`config.mk`:
```
export PLATFORM = sky130hd
export DESIGN_NAME = uart_pos_rx
export DESIGN_NICKNAME = d
export VERILOG_FILES = /design/src/rtl/uart_pos_rx.sv
export SDC_FILE = /design/constraint.sdc
export NUM_CORES = 1
export LEC_CHECK = 0
export CAP_MARGIN = 20
export CORE_AREA = 2 2 136 138
export DETAILED_ROUTE_END_ITERATION = 10
export DIE_AREA = 0 0 138 140
export PLACE_DENSITY_LB_ADDON = 0.3
export SKIP_LAST_GASP = 1
export SLEW_MARGIN = 20
export SYNTH_ARGS = -nofsm -noshare
export SYNTH_HDL_FRONTEND = slang
export SYNTH_SLANG_ARGS = --single-unit
```
`constraint.sdc`:
```
create_clock -name clk -period 4.1 [get_ports clk]
set_input_delay 1.025 -clock clk [delete_from_list [all_inputs] [get_ports clk]]
set_output_delay 1.025 -clock clk [all_outputs]
set_load 0.02 [all_outputs]
```
`src/rtl/uart_pos_rx.sv`:
```
// 8N1 UART receiver packing four bytes little-endian into a position word.
// Ports: clk, rst (async high), rx in; uart_buf, buf_valid, frame_err, rx_busy out.
module uart_pos_rx #(
  parameter int CLKS_PER_BIT = 219,
  parameter int TIMEOUT_CLKS = 4380
) (
  input  logic        clk,
  input  logic        rst,
  input  logic        rx,
  output logic [31:0] uart_buf,
  output logic        buf_valid,
  output logic        frame_err,
  output logic        rx_busy
);

  localparam int TW = $clog2(CLKS_PER_BIT);
  localparam int OW = $clog2(TIMEOUT_CLKS + 1);
  localparam logic [TW-1:0] HALF_M1 = TW'(CLKS_PER_BIT / 2 - 1);
  localparam logic [TW-1:0] FULL_M1 = TW'(CLKS_PER_BIT - 1);
  localparam logic [OW-1:0] TMO_M1  = OW'(TIMEOUT_CLKS - 1);

  typedef enum logic [2:0] {
    IDLE, START, DATA, STOP, BREAK
  } state_t;

  state_t        state_q, state_d;
  logic          meta_q, rxs_q;
  logic [TW-1:0] tmr_q, tmr_d;
  logic [2:0]    bit_q, bit_d;
  logic [7:0]    shift_q, shift_d;
  logic [23:0]   stage_q, stage_d;
  logic [1:0]    idx_q, idx_d;
  logic [OW-1:0] tmo_q, tmo_d;
  logic [31:0]   buf_q, buf_d;
  logic          valid_q, valid_d;
  logic          ferr_q, ferr_d;
  logic          busy_q, busy_d;

  assign uart_buf  = buf_q;
  assign buf_valid = valid_q;
  assign frame_err = ferr_q;
  assign rx_busy   = busy_q;

  always_comb begin
    state_d = state_q;
    tmr_d   = tmr_q;
    bit_d   = bit_q;
    shift_d = shift_q;
    stage_d = stage_q;
    idx_d   = idx_q;
    tmo_d   = tmo_q;
    buf_d   = buf_q;
    valid_d = 1'b0;
    ferr_d  = 1'b0;
    unique case (state_q)
      IDLE: begin
        // a start edge takes priority over a coincident timeout
        if (!rxs_q) begin
          state_d = START;
          tmr_d   = '0;
          bit_d   = '0;
        end else if (idx_q != 2'd0) begin
          if (tmo_q == TMO_M1) begin
            idx_d = 2'd0;
            tmo_d = '0;
          end else begin
            tmo_d = tmo_q + OW'(1);
          end
        end
      end
      START: begin
        if (tmr_q == HALF_M1) begin
          tmr_d   = '0;
          state_d = rxs_q ? IDLE : DATA;
        end else begin
          tmr_d = tmr_q + TW'(1);
        end
      end
      DATA: begin
        if (tmr_q == FULL_M1) begin
          tmr_d   = '0;
          shift_d = {rxs_q, shift_q[7:1]};
          bit_d   = bit_q + 3'd1;
          if (bit_q == 3'd7) state_d = STOP;
        end else begin
          tmr_d = tmr_q + TW'(1);
        end
      end
      STOP: begin
        if (tmr_q == FULL_M1) begin
          tmr_d = '0;
          tmo_d = '0;
          if (rxs_q) begin
            state_d = IDLE;
            idx_d   = idx_q + 2'd1;
            unique case (idx_q)
              2'd0: stage_d[7:0]   = shift_q;
              2'd1: stage_d[15:8]  = shift_q;
              2'd2: stage_d[23:16] = shift_q;
              2'd3: begin
                buf_d   = {shift_q, stage_q};
                valid_d = 1'b1;
              end
            endcase
          end else begin
            state_d = BREAK;
            idx_d   = 2'd0;
            ferr_d  = 1'b1;
          end
        end else begin
          tmr_d = tmr_q + TW'(1);
        end
      end
      BREAK: begin
        if (rxs_q) state_d = IDLE;
      end
      default: state_d = IDLE;
    endcase
    busy_d = (state_d != IDLE);
  end

  always_ff @(posedge clk or posedge rst) begin
    if (rst) begin
      meta_q  <= 1'b1;
      rxs_q   <= 1'b1;
      state_q <= IDLE;
      tmr_q   <= '0;
      bit_q   <= '0;
      shift_q <= '0;
      stage_q <= '0;
      idx_q   <= '0;
      tmo_q   <= '0;
      buf_q   <= '0;
      valid_q <= 1'b0;
      ferr_q  <= 1'b0;
      busy_q  <= 1'b0;
    end else begin
      meta_q  <= rx;
      rxs_q   <= meta_q;
      state_q <= state_d;
      tmr_q   <= tmr_d;
      bit_q   <= bit_d;
      shift_q <= shift_d;
      stage_q <= stage_d;
      idx_q   <= idx_d;
      tmo_q   <= tmo_d;
      buf_q   <= buf_d;
      valid_q <= valid_d;
      ferr_q  <= ferr_d;
      busy_q  <= busy_d;
    end
  end

endmodule

```
==> summary.txt <==
Outcome
  – Status: finished, final reports clean

Critical path
  – Largest delay contributor family on the critical path: buffers and inverters
  – Kind of critical path: reg -> out
  – CP max FO: 2
  – Critical path cell sequence: clkdlybuf4s50_1
  – Arrival time at the worst endpoint: 1.34 ns
  – CP max-delay cell: clkdlybuf4s50_1
  – Worst setup EP type: output pin
  – Setup slack, reg-to-reg: 1.95 ns
  – CP Data Required Time: 3.07 ns
  – Critical path's largest stage delay: 0.62 ns
  – CP Buf/Inv Count: 1
  – Startpoint Class: flip-flop

Cells and area
  – Commonest non-fill, non-tap cell in the layout: dfrtp_1
  – Register area: 0.00245 mm2
  – Filler Cell Count: 1821
  – P&R area growth vs syn: 21.3%
  – Most frequent cells in the layout: dfrtp_1 (96), mux2_2 (67), clkdlybuf4s50_1 (37), nor2_1 (16), inv_1 (16)
  – Nets@finish: 396
  – Ratio of cells with drive above 1 in the final layout: 25.5%
  – Number of diodes: 0
  – Area of the multi-input gates: 0.00181 mm2

Detailed routing
  – Routed len/inst: 14.5 um
  – Post-Route WL: 8.96 mm
  – Post-DRT Antenna Nets: 0
  – Initial drt markers: 128
  – Vias: 2829
  – Residual DRC count: 0
  – Via density: 4.59
  – 1st-pass router iterations: 4

Clock tree
  – CTS buffer count: 9
  – Clk root buf: clkbuf_16
  – CTS sink cnt: 98
  – Clock Latency Late Sink: 0.35 ns
  – Post-CTS setup buffer count: 0
  – Post_cts resized: 0
  – H-tree depth: 3
  – Max Buffers Root-to-Sink: 2
  – CTS Hold Bufs: 0
  – Clock slew at reported path FFs: 0.06 ns
  – CTS tree: yes

Pwr
  – Total power: 1850 uW
  – Leak: 0.00247 uW
  – Power per cell area: 348 mW/mm2
  – Peak VDD IR: 189 uV

Hold path
  – HP Class: reg -> reg

STA
  – Final hold slack: 0.358 ns
  – Final Hold Vio Count: 0
  – RSZ-0062 raised after global routing: false
  – Fin. max-slew vios: 0
  – Slew margin rel.: 41.1%
  – # setup viols final: 0
  – Setup_tns: 0 ns
  – Crit share post-route: 57.7%
  – Least-Margin Pin Slew: 0.883 ns
  – Fmax achieved: 423 MHz
  – Fin crit period: 2.37 ns
  – Final WS setup: 1.73 ns
  – Clock Skew: 0.00795 ns

Global route
  – Initial antenna violation count: 0
  – First-pass GRT wire length: 15.0 mm
  – GRT overflow: 0
  – Vias in the first global route: 2819
  – Largest net degree at the start of global routing: 52
  – GRT Util Overall: 9.69%

Die
  – Die Wd: 138 um
  – Initial Util: 24.7%
  – Die extent in y: 140 um
  – Core area: 0.0178 mm2
  – Die footprint: 0.0193 mm2
  – # rows: 49
  – # IOs: 38

Logic synthesis
  – Synthesized Nets: 356
  – Seq/Total Area, Yosys: 56.0%
  – #FFs+latches synth: 98
  – Post-synth EDFFs: 0
  – Synth Cell Area: 0.00439 mm2
  – Synth Area per Inst: 12.8 um2
  – Top FF cell, synth: dfrtp_1
  – Post-synth top area share: 54.8%
  – Synth area leaders: dfrtp_1 (55%), mux2_2 (17%), ha_1 (2.9%)
  – Async SR Flop Fraction: 100%
  – Synth Warn #: 0
  – Count of different cell masters after synthesis: 53
  – Synth area leader: dfrtp_1
  – Gate count of the mapped netlist: 343

Place
  – RePlAce Congestion: 0.733
  – Pre-CTS setup slack: 1.80 ns
  – # port buffers: 37
  – DP Wirelength: 6.12 mm

Job
  – Max_cap viols: 0
==> cells in the mapped netlist (3+ instances only) <==
cell	n
a21oi_1	5
a221o_1	3
a22o_1	3
a22oi_1	8
and2_1	6
and3_1	9
buf_2	4
clkbuf_1	7
dfrtp_1	96
ha_1	10
inv_1	17
mux2_2	67
nand2_1	12
nand3_1	6
nand3b_1	3
nand4_1	5
nand4b_1	4
nor2_1	16
nor3_1	4
nor3b_1	3
o21ai_0	9
o21bai_1	3
o22ai_1	4
o2bb2ai_1	4
==> cell families after synthesis <==
group / share of synthesized area, %
compound gates: 8.70
mux: 17.7
buf+inv: 2.77
flops: 56.0
fa+ha+maj: 2.85
simple gates: 12.0
==> area by class of cell <==
type | instances | share of cell area, %
clock inverters | 5 | 1.15
clock buffers | 11 | 4.56
flip-flops and latches | 98 | 46.1
multi-input cells | 216 | 34.0
inverters | 17 | 1.25
well taps | 229 | 5.38
repair buffers | 41 | 7.52
==> state kept, by name (all words and copies together) (netlist names) <==
name       flops
meta_q         1
stage_q       24
rxs_q          1
shift_q        8
frame_err      1
tmo_q         13
tmr_q          8
buf_valid      1
rx_busy        1
state_q        3
idx_q          2
bit_q          3
uart_buf      32
==> metrics by stage <==
stage                     utilization [%]  instances  instance area (um2)
after global routing                 29.9        617                 5320
after floorplan                         -        343                 4390
after global placement               28.2        601                 5020
after detailed placement             28.2        601                 5020
after CTS                            29.9        617                 5320
final                                29.9        617                 5320
==> path summary, 6_finish.rpt <==
kind,start,end,depth (start not counted)
min in group asynchronous,rst,buf_valid,2
worst max register to register,tmr_q[0],tmo_q[9],6
worst min register to register,meta_q,rxs_q,0
worst max-delay path,uart_buf[15],uart_buf[15],1
worst min-delay path,meta_q,rxs_q,0
max in group asynchronous,rst,meta_q,3
==> layer usage <==
layer	vias to the layer above	GRT usage, %	share of wire [%]
li1	1346	-	-
met1	1427	12.8	49
met2	46	15.1	46
met3	10	2.77	3.2
met4	0	3.71	1.6
met5	-	0	0
==> report_power, final <==
part	internal, uW	switching, uW	total, uW
Combinational	3.87	19.8	23.6
Clock	493	366	859
Sequential	968	1.78	970
Total	1470	388	1850
No activity file was read; power rests on OpenSTA's default activity.
